==> src/rtl/vga_timing_pkg.sv <==
// Shared 640x480@60 timing constants and the scan-phase encoding used by
// both scan axes of the VGA timing generator.
package vga_timing_pkg;

  localparam int H_VISIBLE = 640;
  localparam int H_FRONT   = 16;
  localparam int H_SYNC    = 96;
  localparam int H_BACK    = 48;
  localparam int H_TOTAL   = H_VISIBLE + H_FRONT + H_SYNC + H_BACK;

  localparam int V_VISIBLE = 480;
  localparam int V_FRONT   = 10;
  localparam int V_SYNC    = 2;
  localparam int V_BACK    = 33;
  localparam int V_TOTAL   = V_VISIBLE + V_FRONT + V_SYNC + V_BACK;

  localparam int COORD_W = 10;

  typedef enum logic [1:0] {ACTIVE, FP, SYNC, BP} scan_phase_t;

endpackage

==> src/rtl/vga_timing_gen_if.sv <==
// Scan interface between the timing generator and the sprite/palette
// renderers and DAC pins.
interface vga_timing_gen_if;

  logic        hs;
  logic        vs;
  logic        blank;
  logic [9:0]  DrawX;
  logic [9:0]  DrawY;
  logic        line_start;
  logic        frame_start;
  logic [15:0] frame_count;

  modport master (
    output hs, vs, blank, DrawX, DrawY, line_start, frame_start, frame_count
  );

  modport slave (
    input hs, vs, blank, DrawX, DrawY, line_start, frame_start, frame_count
  );

endinterface

==> src/rtl/vga_timing_gen_scan_axis_counter.sv <==
// One scan axis: a wrapping position counter plus its ACTIVE/FP/SYNC/BP
// phase FSM, stepping only when 'advance' is high.
module scan_axis_counter
  import vga_timing_pkg::*;
#(
  parameter int VISIBLE  = 640,
  parameter int FRONT    = 16,
  parameter int SYNC_LEN = 96,
  parameter int BACK     = 48,
  parameter int WIDTH    = 10
) (
  input  logic             clk,
  input  logic             rst,
  input  logic             advance,
  output logic [WIDTH-1:0] count,
  output scan_phase_t      next_phase,
  output logic             wrap
);

  localparam int TOTAL = VISIBLE + FRONT + SYNC_LEN + BACK;
  localparam logic [WIDTH-1:0] LAST_ACTIVE = WIDTH'(VISIBLE - 1);
  localparam logic [WIDTH-1:0] LAST_FP     = WIDTH'(VISIBLE + FRONT - 1);
  localparam logic [WIDTH-1:0] LAST_SYNC   = WIDTH'(VISIBLE + FRONT + SYNC_LEN - 1);
  localparam logic [WIDTH-1:0] LAST        = WIDTH'(TOTAL - 1);

  scan_phase_t      phase;
  logic [WIDTH-1:0] next_count;

  assign wrap = advance && (count == LAST);

  always_comb begin
    next_count = count;
    if (advance) begin
      next_count = (count == LAST) ? '0 : count + 1'b1;
    end
  end

  // Phase changes on the last count of each region, so it always matches next_count.
  always_comb begin
    next_phase = phase;
    if (advance) begin
      case (phase)
        ACTIVE: if (count == LAST_ACTIVE) next_phase = FP;
        FP:     if (count == LAST_FP)     next_phase = SYNC;
        SYNC:   if (count == LAST_SYNC)   next_phase = BP;
        BP:     if (count == LAST)        next_phase = ACTIVE;
        default:                          next_phase = ACTIVE;
      endcase
    end
  end

  always_ff @(posedge clk or posedge rst) begin
    if (rst) begin
      count <= '0;
      phase <= ACTIVE;
    end else begin
      count <= next_count;
      phase <= next_phase;
    end
  end

endmodule

==> src/rtl/vga_timing_gen.sv <==
// 640x480@60 VGA timing generator: counters, registered sync/blank decode,
// line/frame strobes and a completed-frame counter, all edge-aligned.
module vga_timing_gen #(
  parameter int H_VISIBLE = vga_timing_pkg::H_VISIBLE,
  parameter int H_FRONT   = vga_timing_pkg::H_FRONT,
  parameter int H_SYNC    = vga_timing_pkg::H_SYNC,
  parameter int H_BACK    = vga_timing_pkg::H_BACK,
  parameter int V_VISIBLE = vga_timing_pkg::V_VISIBLE,
  parameter int V_FRONT   = vga_timing_pkg::V_FRONT,
  parameter int V_SYNC    = vga_timing_pkg::V_SYNC,
  parameter int V_BACK    = vga_timing_pkg::V_BACK
) (
  input  logic              vga_clk,
  input  logic              reset,
  vga_timing_gen_if.master  scan
);

  import vga_timing_pkg::*;

  logic [COORD_W-1:0] hc;
  logic [COORD_W-1:0] vc;
  scan_phase_t        h_next_phase;
  scan_phase_t        v_next_phase;
  logic               h_wrap;
  logic               v_wrap;
  logic               frame_wrap;

  logic        hs_q;
  logic        vs_q;
  logic        blank_q;
  logic        line_start_q;
  logic        frame_start_q;
  logic [15:0] frame_count;

  scan_axis_counter #(
    .VISIBLE (H_VISIBLE),
    .FRONT   (H_FRONT),
    .SYNC_LEN(H_SYNC),
    .BACK    (H_BACK),
    .WIDTH   (COORD_W)
  ) h_axis (
    .clk       (vga_clk),
    .rst       (reset),
    .advance   (1'b1),
    .count     (hc),
    .next_phase(h_next_phase),
    .wrap      (h_wrap)
  );

  scan_axis_counter #(
    .VISIBLE (V_VISIBLE),
    .FRONT   (V_FRONT),
    .SYNC_LEN(V_SYNC),
    .BACK    (V_BACK),
    .WIDTH   (COORD_W)
  ) v_axis (
    .clk       (vga_clk),
    .rst       (reset),
    .advance   (h_wrap),
    .count     (vc),
    .next_phase(v_next_phase),
    .wrap      (v_wrap)
  );

  assign frame_wrap = h_wrap && v_wrap;

  // Decoding the upcoming phases keeps every strobe in step with DrawX/DrawY.
  always_ff @(posedge vga_clk or posedge reset) begin
    if (reset) begin
      hs_q          <= 1'b1;
      vs_q          <= 1'b1;
      blank_q       <= 1'b0;
      line_start_q  <= 1'b0;
      frame_start_q <= 1'b0;
      frame_count   <= '0;
    end else begin
      hs_q          <= (h_next_phase != SYNC);
      vs_q          <= (v_next_phase != SYNC);
      blank_q       <= (h_next_phase == ACTIVE) && (v_next_phase == ACTIVE);
      line_start_q  <= h_wrap;
      frame_start_q <= frame_wrap;
      if (frame_wrap) begin
        frame_count <= frame_count + 16'd1;
      end
    end
  end

  assign scan.hs          = hs_q;
  assign scan.vs          = vs_q;
  assign scan.blank       = blank_q;
  assign scan.DrawX       = hc;
  assign scan.DrawY       = vc;
  assign scan.line_start  = line_start_q;
  assign scan.frame_start = frame_start_q;
  assign scan.frame_count = frame_count;

endmodule

==> src/flat_wrapper.sv <==
// flat-port wrapper written by rule: the top's interface ports become plain ports
module vga_timing_gen_flat import vga_timing_pkg::*;
#(
  parameter int H_VISIBLE = vga_timing_pkg::H_VISIBLE,
  parameter int H_FRONT   = vga_timing_pkg::H_FRONT,
  parameter int H_SYNC    = vga_timing_pkg::H_SYNC,
  parameter int H_BACK    = vga_timing_pkg::H_BACK,
  parameter int V_VISIBLE = vga_timing_pkg::V_VISIBLE,
  parameter int V_FRONT   = vga_timing_pkg::V_FRONT,
  parameter int V_SYNC    = vga_timing_pkg::V_SYNC,
  parameter int V_BACK    = vga_timing_pkg::V_BACK
)
  (vga_clk, reset, scan_hs, scan_vs, scan_blank, scan_DrawX, scan_DrawY, scan_line_start, scan_frame_start, scan_frame_count);
  vga_timing_gen_if scan_i ();
  input  logic vga_clk;
  input  logic reset;
  output wire logic [$bits(scan_i.hs)-1:0] scan_hs;
  output wire logic [$bits(scan_i.vs)-1:0] scan_vs;
  output wire logic [$bits(scan_i.blank)-1:0] scan_blank;
  output wire logic [$bits(scan_i.DrawX)-1:0] scan_DrawX;
  output wire logic [$bits(scan_i.DrawY)-1:0] scan_DrawY;
  output wire logic [$bits(scan_i.line_start)-1:0] scan_line_start;
  output wire logic [$bits(scan_i.frame_start)-1:0] scan_frame_start;
  output wire logic [$bits(scan_i.frame_count)-1:0] scan_frame_count;
  assign scan_hs = scan_i.hs;
  assign scan_vs = scan_i.vs;
  assign scan_blank = scan_i.blank;
  assign scan_DrawX = scan_i.DrawX;
  assign scan_DrawY = scan_i.DrawY;
  assign scan_line_start = scan_i.line_start;
  assign scan_frame_start = scan_i.frame_start;
  assign scan_frame_count = scan_i.frame_count;
  vga_timing_gen #(.H_VISIBLE(H_VISIBLE), .H_FRONT(H_FRONT), .H_SYNC(H_SYNC), .H_BACK(H_BACK), .V_VISIBLE(V_VISIBLE), .V_FRONT(V_FRONT), .V_SYNC(V_SYNC), .V_BACK(V_BACK)) u_core (.vga_clk(vga_clk), .reset(reset), .scan(scan_i));
endmodule
==> config.mk <==
export PLATFORM = sky130hd
export DESIGN_NAME = vga_timing_gen_flat
export DESIGN_NICKNAME = d
export VERILOG_FILES = /design/src/rtl/vga_timing_pkg.sv /design/src/rtl/vga_timing_gen_if.sv /design/src/rtl/vga_timing_gen_scan_axis_counter.sv /design/src/rtl/vga_timing_gen.sv /design/src/flat_wrapper.sv
export SDC_FILE = /design/constraint.sdc
export NUM_CORES = 1
export LEC_CHECK = 0
export ABC_AREA = 1
export CAP_MARGIN = 20
export CORE_ASPECT_RATIO = 0.75
export CORE_UTILIZATION = 47
export CTS_CLUSTER_DIAMETER = 120
export DETAILED_ROUTE_END_ITERATION = 6
export HOLD_SLACK_MARGIN = 0.02
export PLACE_DENSITY_LB_ADDON = 0.25
export SYNTH_ARGS = -nofsm -noshare
export SYNTH_HDL_FRONTEND = slang
export SYNTH_SLANG_ARGS = --single-unit
==> constraint.sdc <==
create_clock -name vga_clk -period 1.4 [get_ports vga_clk]
set_input_delay 0.21 -clock vga_clk [delete_from_list [all_inputs] [get_ports vga_clk]]
set_output_delay 0.21 -clock vga_clk [all_outputs]
set_load 0.03 [all_outputs]
Word-level counts from Yosys, hierarchy flattened
Cells that the tools add are included.

cells by class
  add/subtract/negate cells = 3
  equal/unequal tests = 16
  muxes and demuxes = 13
  reduce and logical (&&, ||, !) cells = 7

operators with widths
  cell                   count
  $eq 10x10->1 const B   5
  $eq 10x9->1 const B    3
  $add 10x1->10 const B  2
  $mux 10                2
  $mux 2                 9
  $add 16x1->16 const B  1
  $pmux 2 s4             2
  $eq 2x2->1 const B     4
  $logic_not 2->1        4
  $eq 2x1->1 const B     2
  $ne 2x2->1 const B     2
  $logic_and 1x1->1      3

storage, ports and cells
  register bits after elaboration = 45
  bits of input ports = 2
  output and inout port bits = 41
  word-level logic and storage cells = 49

Logic depth before layout (Yosys ltp)
Gate-level depths: netlist (run 1).

  word-level depth = 6
  gate-level depth with buffers = 11
  mapped depth without buffers = 11

By module
From an unflattened synthesis (run 1), not the netlist that was laid out.

second synthesis, totals
  cell total of the unflattened synthesis = 316
  area total of the unflattened synthesis = 2,542.4 sq um

modules (own cells, without submodules)
  module                             instances  cells each  area each (sq um)  sequential area each (sq um)
  vga_timing_gen                     1          116         1,044.8            528.0
  scan_axis_counter (u_core.v_axis)  1          105         792.0              300.3
  scan_axis_counter (u_core.h_axis)  1          95          705.7              300.3

Worst setup path before layout (run 1)
OpenSTA, ideal clock, no wires.

  path kind = register to register
  start = register u_core.h_axis.count[0]
  end = register u_core.v_axis.count[7]
  setup time = 0.125 ns
  arrival time = 1.625 ns
  slack = -0.350 ns
  cell stages (with the launch flop) = 9
  period minus slack after synthesis = 1.750 ns
  cell sequence = dfrtp_1 > ha_1 > nand2_2 > nor2_4 > nand3_1 > buf_2 > inv_2 > nand4_1 > xor2_1

between the ends
  word-level cells in the longest chain between the ends = 1

RTL lines
  element                   RTL line                                text
  start: declaration        vga_timing_gen_scan_axis_counter.sv:15  output logic [WIDTH-1:0] count,
  start signal: assignment  vga_timing_gen_scan_axis_counter.sv:57  count <= next_count;
  $eq 10x10->1              vga_timing_gen_scan_axis_counter.sv:29  assign wrap = advance && (count == LAST);
  end signal: assignment    vga_timing_gen_scan_axis_counter.sv:57
  end: declaration          vga_timing_gen_scan_axis_counter.sv:15

No other way between the ends.
A chain may end at the register's enable or synchronous reset.

Worst setup path after layout (run 1)
  start = register u_core.h_axis.count[1]
  end = register u_core.frame_count[7], in the netlist u_core.scan.frame_count[7]

between the ends
  word-level cells in the longest chain between the ends = 3

RTL lines
  element                 RTL line                                text
  $eq 10x10->1 *          vga_timing_gen_scan_axis_counter.sv:29
  $logic_and 1x1->1       vga_timing_gen_scan_axis_counter.sv:29
  $logic_and 1x1->1 *     vga_timing_gen.sv:65                    assign frame_wrap = h_wrap && v_wrap;
  end signal: assignment  vga_timing_gen.sv:83                    frame_count <= frame_count + 16'd1;
  end: declaration        vga_timing_gen.sv:33                    logic [15:0] frame_count;

Every way passes the cells marked *; elsewhere a longest branch is shown, timed or not.

==> flow_summary.toml, run 1 <==
[yosys]
yosys.area.top_type = "dfrtp_1"
synth_ff_type = "dfrtp_1"
synth_top_family_by_area = "simple AND/OR/NAND/NOR gates"
post_synth_main_area_contributors = "dfrtp_1 (44%), nand2_1 (10%), inv_1 (6.8%), nor2_1 (6.3%), nand3_1 (4.9%)"
syn_nets = 313
ys_warn_count = 0
synthXorXnorAreaFrac_pct = 6.49
synth-seq-cells = 45
syn_avg_cell_area_um2 = 7.93
synth_simple_gate_area_share_pct = 30.3
synth_edf_count = 0
yosys-top-cells-count = "nand2_1 (66), inv_1 (44), dfrtp_1 (43), nor2_1 (41), nand3_1 (24)"
ys_seq_area_share_pct = 46.5
synth.most_common_cell = "nand2_1"
muxShareOfSynthArea_pct = 0
synth_compound_area_share_pct = 5.57
async_flop_share_pct = 100
yosys.area_share.adder_pct = 2.58
yosys.area.top_type_share_pct = 44.3
netlist_instances = 306
synthesis.area_um2 = 2430
ys_types = 28

[global_routing]
grt_pass1_vias = 2346
grt_max_degree = 46
grt_pass1_wl_um = 10900
grt_antenna_before_repair = 0
grt_use_total_pct = 25.8
grt_overflow = 0

[final_layout]
multi_input_area_um2 = 1310
final_cell_area_um2 = 3720
nets = 427
instances_no_fill = 481
syn_to_final_growth_pct = 53.4
fillCellCount = 336
regArea_um2 = 1140
layout-drive-gt1-share_pct = 37.1
antenna_cells = 0

[setup_path]
r2r-end = "u_core.scan.frame_count[7]"
required_ns = 1.63
cp_num_buf_inv = 2
cp_top_family = "simple AND/OR/NAND/NOR gates"
cp_data_arrival_time_ns = 1.80
critPathMaxStageDelay_ns = 0.39
cpMostUsedCell = "nor2_4"
regToRegSetupSlack_ns = -0.18
start_kind = "flop"
crit_type = "reg -> reg"
cp_max_fo = 7
path_cells = "ha_4 > nand2_4 > nor2_4 > inv_2 > nor2_4 > nand2_4 > nor2_4 > buf_6 > xor2_1"
r2r_cells = 9
timing.rr.start = "u_core.h_axis.count[1]"
slowest_stage = "dfrtp_2"
end_kind = "flop"

[detailed_routing]
drt_iter0_drc = 166
wire_per_inst_um = 14.6
dr_total_vias = 2488
via_per_inst = 5.17
dr.pass1.iters = 7
drtAntennaViolNets = 0
wirelength_um = 7010
drcViolationCount = 2

[timing]
grt_setup_unrepaired = "true"
worst_slack_ns = -0.176
setup_viol = 37
fin_tns_setup_ns = -2.98
tightest_slew_ns = 0.329
fmax_ghz = 0.635
clock_skew_ns = 0.00738
report.final.hold_viol_count = 0
hold_slack_ns = 0.251
slew_headroom_pct = 78.2
slew_viol_final = 0
min_period_ns = 1.58
fin_crit_sh_pct = 113

[power]
p_total_w = 0.00212
power.density_nw_per_um2 = 569
peakVddDrop_uv = 377
leakagePower_nw = 1.92

[run_status]
status = "finished, violations left"
failed_checks = "design-rule violations, negative setup slack"

[die]
io_pins = 43
core_area_um2 = 4930
fp.dieW_um = 85.0
die-height_um = 64.2
num_rows = 22
start_util_pct = 49.3
die_area_um2 = 5460

[clocking]
clock-sinks = 45
path_clk_slew_ns = 0.09
clockBufferDepth = 2
cts_root_buffer = "clkbuf_8"
cts_tree = "done"
clock_latency_ns = 0.30
holdBufCountCts = 0
cts_max_level = 2
cts_buffers = 5

[placement]
routabilityCongestion = 0.928
post_dp_cell_area_um2 = 3380
dp_cells = 461
dp_hpwl_um = 4540
place.port_buffers = 42

[min_path]
hold_path_class = "in -> async"

[run]
drv_cap = 0
## report_power, final
part / switching, W / internal (W) / total (W)
registers: 0 / 0.00130 / 0.00130
clock network: 0.000438 / 0.000346 / 0.000784
logic: 0.0000264 / 0.00000864 / 0.0000350
## registers in the layout, indices dropped and copies added, names as in the netlist
signal and flops:
u_core.scan.frame_count 16, u_core.h_axis.count 10, u_core.v_axis.count 10, u_core.h_axis.phase 2, u_core.v_axis.phase 2, u_core.scan.blank 1, u_core.scan.frame_start 1, u_core.scan.hs 1
u_core.scan.line_start 1, u_core.scan.vs 1
## routing by layer
metal | wire length, µm | global-route usage [%] | vias to the layer above
met5 | 0 | 0 | -
met3 | 492 | 6.85 | 16
li1 | - | - | 1193
met2 | 3230 | 38.8 | 106
met1 | 3160 | 35.6 | 1173
met4 | 121 | 9.96 | 0
## worst max-delay path by stage
| stage | slack (ns) | start | endpoint | cells after the start |
|---|---|---|---|---|
| detailed placement | -0.17 | u_core.v_axis.count[0] | u_core.scan.frame_count[5] | 9 |
| global route | -0.24 | u_core.h_axis.count[1] | u_core.scan.frame_count[7] | 9 |
| finish | -0.18 | u_core.h_axis.count[1] | u_core.scan.frame_count[7] | 9 |
| CTS | -0.14 | u_core.v_axis.count[1] | u_core.scan.frame_count[5] | 9 |
| global placement | -0.1 | u_core.v_axis.count[0] | u_core.scan.frame_count[5] | 9 |
| floorplan | -0.12 | u_core.v_axis.count[0] | u_core.scan.frame_count[11] | 8 |
## stage by stage
| stage | setup slack (ns) | utilization (%) |
|---|---|---|
| global placement | -0.0992 | 68.6 |
| detailed placement | -0.167 | 68.6 |
| floorplan | -0.116 | - |
| finish | -0.176 | 75.6 |
| global route | -0.245 | 75.6 |
| CTS | -0.142 | 73.8 |
## cell type report
type                            instances  area share (%)
Sequential cell                        45            30.5
Timing Repair Buffer                  110            25.0
Multi-Input combinational cell        209            35.1
Clock buffer                            6            1.95
Tap cell                               60            2.02
Inverter                               49            5.07
Clock inverter                          2           0.269
## timing repair
action                                  in CTS  in global routing
pin swaps                                   12                 12
buffers inserted                             9                  3
endpoints found under the setup margin      71                 49
gates resized for setup                     90                 34
## cells in the final DEF, fill, tap and decap left out, types with 4 or more instances in the layout
| master | instances |
|---|---|
| nor2_2 | 4 |
| xor2_1 | 13 |
| clkbuf_8 | 5 |
| o21ai_2 | 4 |
| clkdlybuf4s15_2 | 6 |
| nor2_4 | 9 |
| nand4_1 | 8 |
| buf_6 | 10 |
| nand3_1 | 19 |
| nand2_2 | 7 |
| o21ai_1 | 9 |
| dfrtp_1 | 36 |
| o21ai_0 | 4 |
| inv_1 | 40 |
| nand2_4 | 4 |
| nand3_2 | 4 |
| dlygate4sd2_1 | 20 |
| inv_2 | 7 |
| buf_4 | 62 |
| nor2_1 | 35 |
| nor3_1 | 9 |
| nand2_1 | 57 |
| clkbuf_2 | 6 |
| dfrtp_2 | 7 |
## cells by family (layout without fill, tap and decap cells)
family                   Yosys count  after routing
XOR/XNOR                          18             18
AO/OA/AOI/OAI                     24             24
AND/OR/NAND/NOR                  162            162
buffers and inverters             52            167
flip-flops                        45             45
adder cells (fa/ha/maj)            5              5
## worst register-to-register path, delay by kind of cell, from the launching register on
kind	cells	cell delay [ns]
simple gates	5	0.64
flops	1	0.39
buf+inv	2	0.18
fa+ha+maj	1	0.15
xor+xnor	1	0.15
Note: power is estimated with default switching activity, not from simulation.
==> run 2: changes to the inputs <==
--- a/config.mk
+++ b/config.mk
@@ -6,7 +6,7 @@
 export NUM_CORES = 1
 export LEC_CHECK = 0
 export ABC_AREA = 1
-export CAP_MARGIN = 20
+export CAP_MARGIN = 10
 export CORE_ASPECT_RATIO = 0.75
 export CORE_UTILIZATION = 47
 export CTS_CLUSTER_DIAMETER = 120
==> results of run 2 <==
Final layout, timing and power as in run 1 (identical DEF).
==> run 3: changes to the inputs <==
==> constraint.sdc (replaced) <==
create_clock -name vga_clk -period 1.3 [get_ports vga_clk]
set_input_delay 0.195 -clock vga_clk [delete_from_list [all_inputs] [get_ports vga_clk]]
set_output_delay 0.195 -clock vga_clk [all_outputs]
set_load 0.03 [all_outputs]
==> flow_summary.toml, run 3 (synthesis results as in run 1) <==
[timing]
report.final.hold_viol_count = 0
fin_crit_sh_pct = 120
worst_slack_ns = -0.263
fmax_ghz = 0.640
clock_skew_ns = 0.0180
grt_setup_unrepaired = "true"
min_period_ns = 1.56
fin_tns_setup_ns = -6.90
setup_viol = 40
tightest_slew_ns = 0.325
slew_viol_final = 0
slew_headroom_pct = 78.2

[setup_path]
end_kind = "flop"
cp_data_arrival_time_ns = 1.76
cp_max_fo = 7
crit_type = "reg -> reg"
critPathMaxStageDelay_ns = 0.45
required_ns = 1.49
start_kind = "flop"
path_cells = "inv_1 > nand2_1 > nor2_2 > nand3_2 > buf_12 > nor2_4 > xor2_1 > nor2_1"
slowest_stage = "dfrtp_2"

[placement]
dp_hpwl_um = 4700
post_dp_cell_area_um2 = 3440
routabilityCongestion = 0.875
dp_cells = 473
place.port_buffers = 42

[detailed_routing]
drt_iter0_drc = 180
dr.pass1.iters = 6
wirelength_um = 6950
drcViolationCount = 2
dr_total_vias = 2478
via_per_inst = 5.07
drtAntennaViolNets = 0
wire_per_inst_um = 14.2

[final_layout]
layout_commonest_cell = "buf_4"
largest-register = "u_core.scan.frame_count"
final_util_pct = 77.4
final_cell_area_um2 = 3810
largest_reg_flops = 16
nets = 435
final_cell_mix = "buf_4 (90), nand2_1 (58), inv_1 (39)"
instances_no_fill = 489
reg.largest.list = "u_core.scan.frame_count (16), u_core.h_axis.count (10), u_core.v_axis.count (10)"
layout-drive-gt1-share_pct = 44.3
syn_to_final_growth_pct = 57.2
antenna_cells = 0

[clocking]
clock_latency_ns = 0.32
path_clk_slew_ns = 0.10
cts_tree = "done"
cts_max_level = 2
clockBufferDepth = 2
cts_buffers = 5
clock-sinks = 45
cts_root_buffer = "clkbuf_8"

[power]
peakVddDrop_uv = 648
leakagePower_nw = 1.87
power.density_nw_per_um2 = 635

[die]
core_area_um2 = 4930
die-height_um = 64.2
num_rows = 22
die_area_um2 = 5460
io_pins = 43
fp.dieW_um = 85.0
start_util_pct = 49.3

[min_path]
hold_path_class = "in -> async"

[global_routing]
grt_pass1_vias = 2312
grt_use_total_pct = 25.1
grt_overflow = 0
grt_antenna_before_repair = 0
grt_pass1_wl_um = 10600
grt_max_degree = 46

[run_status]
failed_checks = "design-rule violations, negative setup slack"
status = "finished, violations left"

[run]
drv_cap = 0
==> run 3: cell count changes in the layout (fill, tap and decap cells not counted), sizes merged <==
cell,previous run,this run
buf,74,106
dlygate4sd2,20,7
clkdlybuf4s15,9,0
clkbuf,12,11
clkinv,2,1
==> run 3: repair_timing <==
item	in CTS	in global routing
pin swaps	7	12
endpoints found under the hold margin	0	0
buffers inserted	1	7
endpoints found under the setup margin	50	46
hold buffers	0	0
gates resized for setup	40	44
==> run 3: stage by stage <==
step	setup WS, ns	total power (W)	hold slack (ns)
finish	-0.263	0.00242	0.221
CTS	-0.238	0.00241	0.250
detailed placement	-0.227	0.00147	0.530
global placement	-0.175	0.00147	0.507
floorplan	-0.219	0.00145	0.474
global route	-0.352	0.00250	0.263
==> run 3: worst max-delay path: cells and delay by family (launching register included) <==
| family | cells | cell delay [ns] |
|---|---|---|
| and+or+nand+nor | 5 | 0.52 |
| DFF | 1 | 0.45 |
| buffers and inverters | 2 | 0.26 |
| xor gates and xnor gates | 1 | 0.19 |
==> run 3: final cells by class <==
class / instances / area, µm²
timing repair buffer: 118 / 973
sequential: 45 / 1140
inverter: 49 / 194
clock inverter: 1 / 5.00
fill: 336 / 1110
tap: 60 / 75.1
clock buffer: 7 / 96.3
multi-input combinational: 209 / 1330
==> run 3: routing by layer <==
metal,up-vias,track usage (%),routed length [µm]
met4,0,6.78,136
met2,64,40.3,3310
met3,11,4.26,319
met5,-,0,0
met1,1195,35.3,3190
li1,1208,-,-
==> run 3: final timing paths <==
path                       cells past startpoint                     endpoint                       start  slack [ns]
hold / removal                                 3  u_core.scan.frame_count[15]                       reset        0.22
max in group asynchronous                      3               u_core.scan.vs                       reset        0.79
hold reg to reg                                2   u_core.scan.frame_count[1]  u_core.scan.frame_count[1]        0.54
min in group vga_clk                           2   u_core.scan.frame_count[1]  u_core.scan.frame_count[1]        0.54
setup reg to reg                               8       u_core.v_axis.count[2]      u_core.h_axis.count[5]       -0.26
setup / recovery                               8       u_core.v_axis.count[2]      u_core.h_axis.count[5]       -0.26
==> run 3: power by group <==
part	switching (W)	internal (W)	total [W]
sequential	0	0.00140	0.00140
clock	0.000503	0.000481	0.000984
combinational	0.0000289	0.00000931	0.0000382
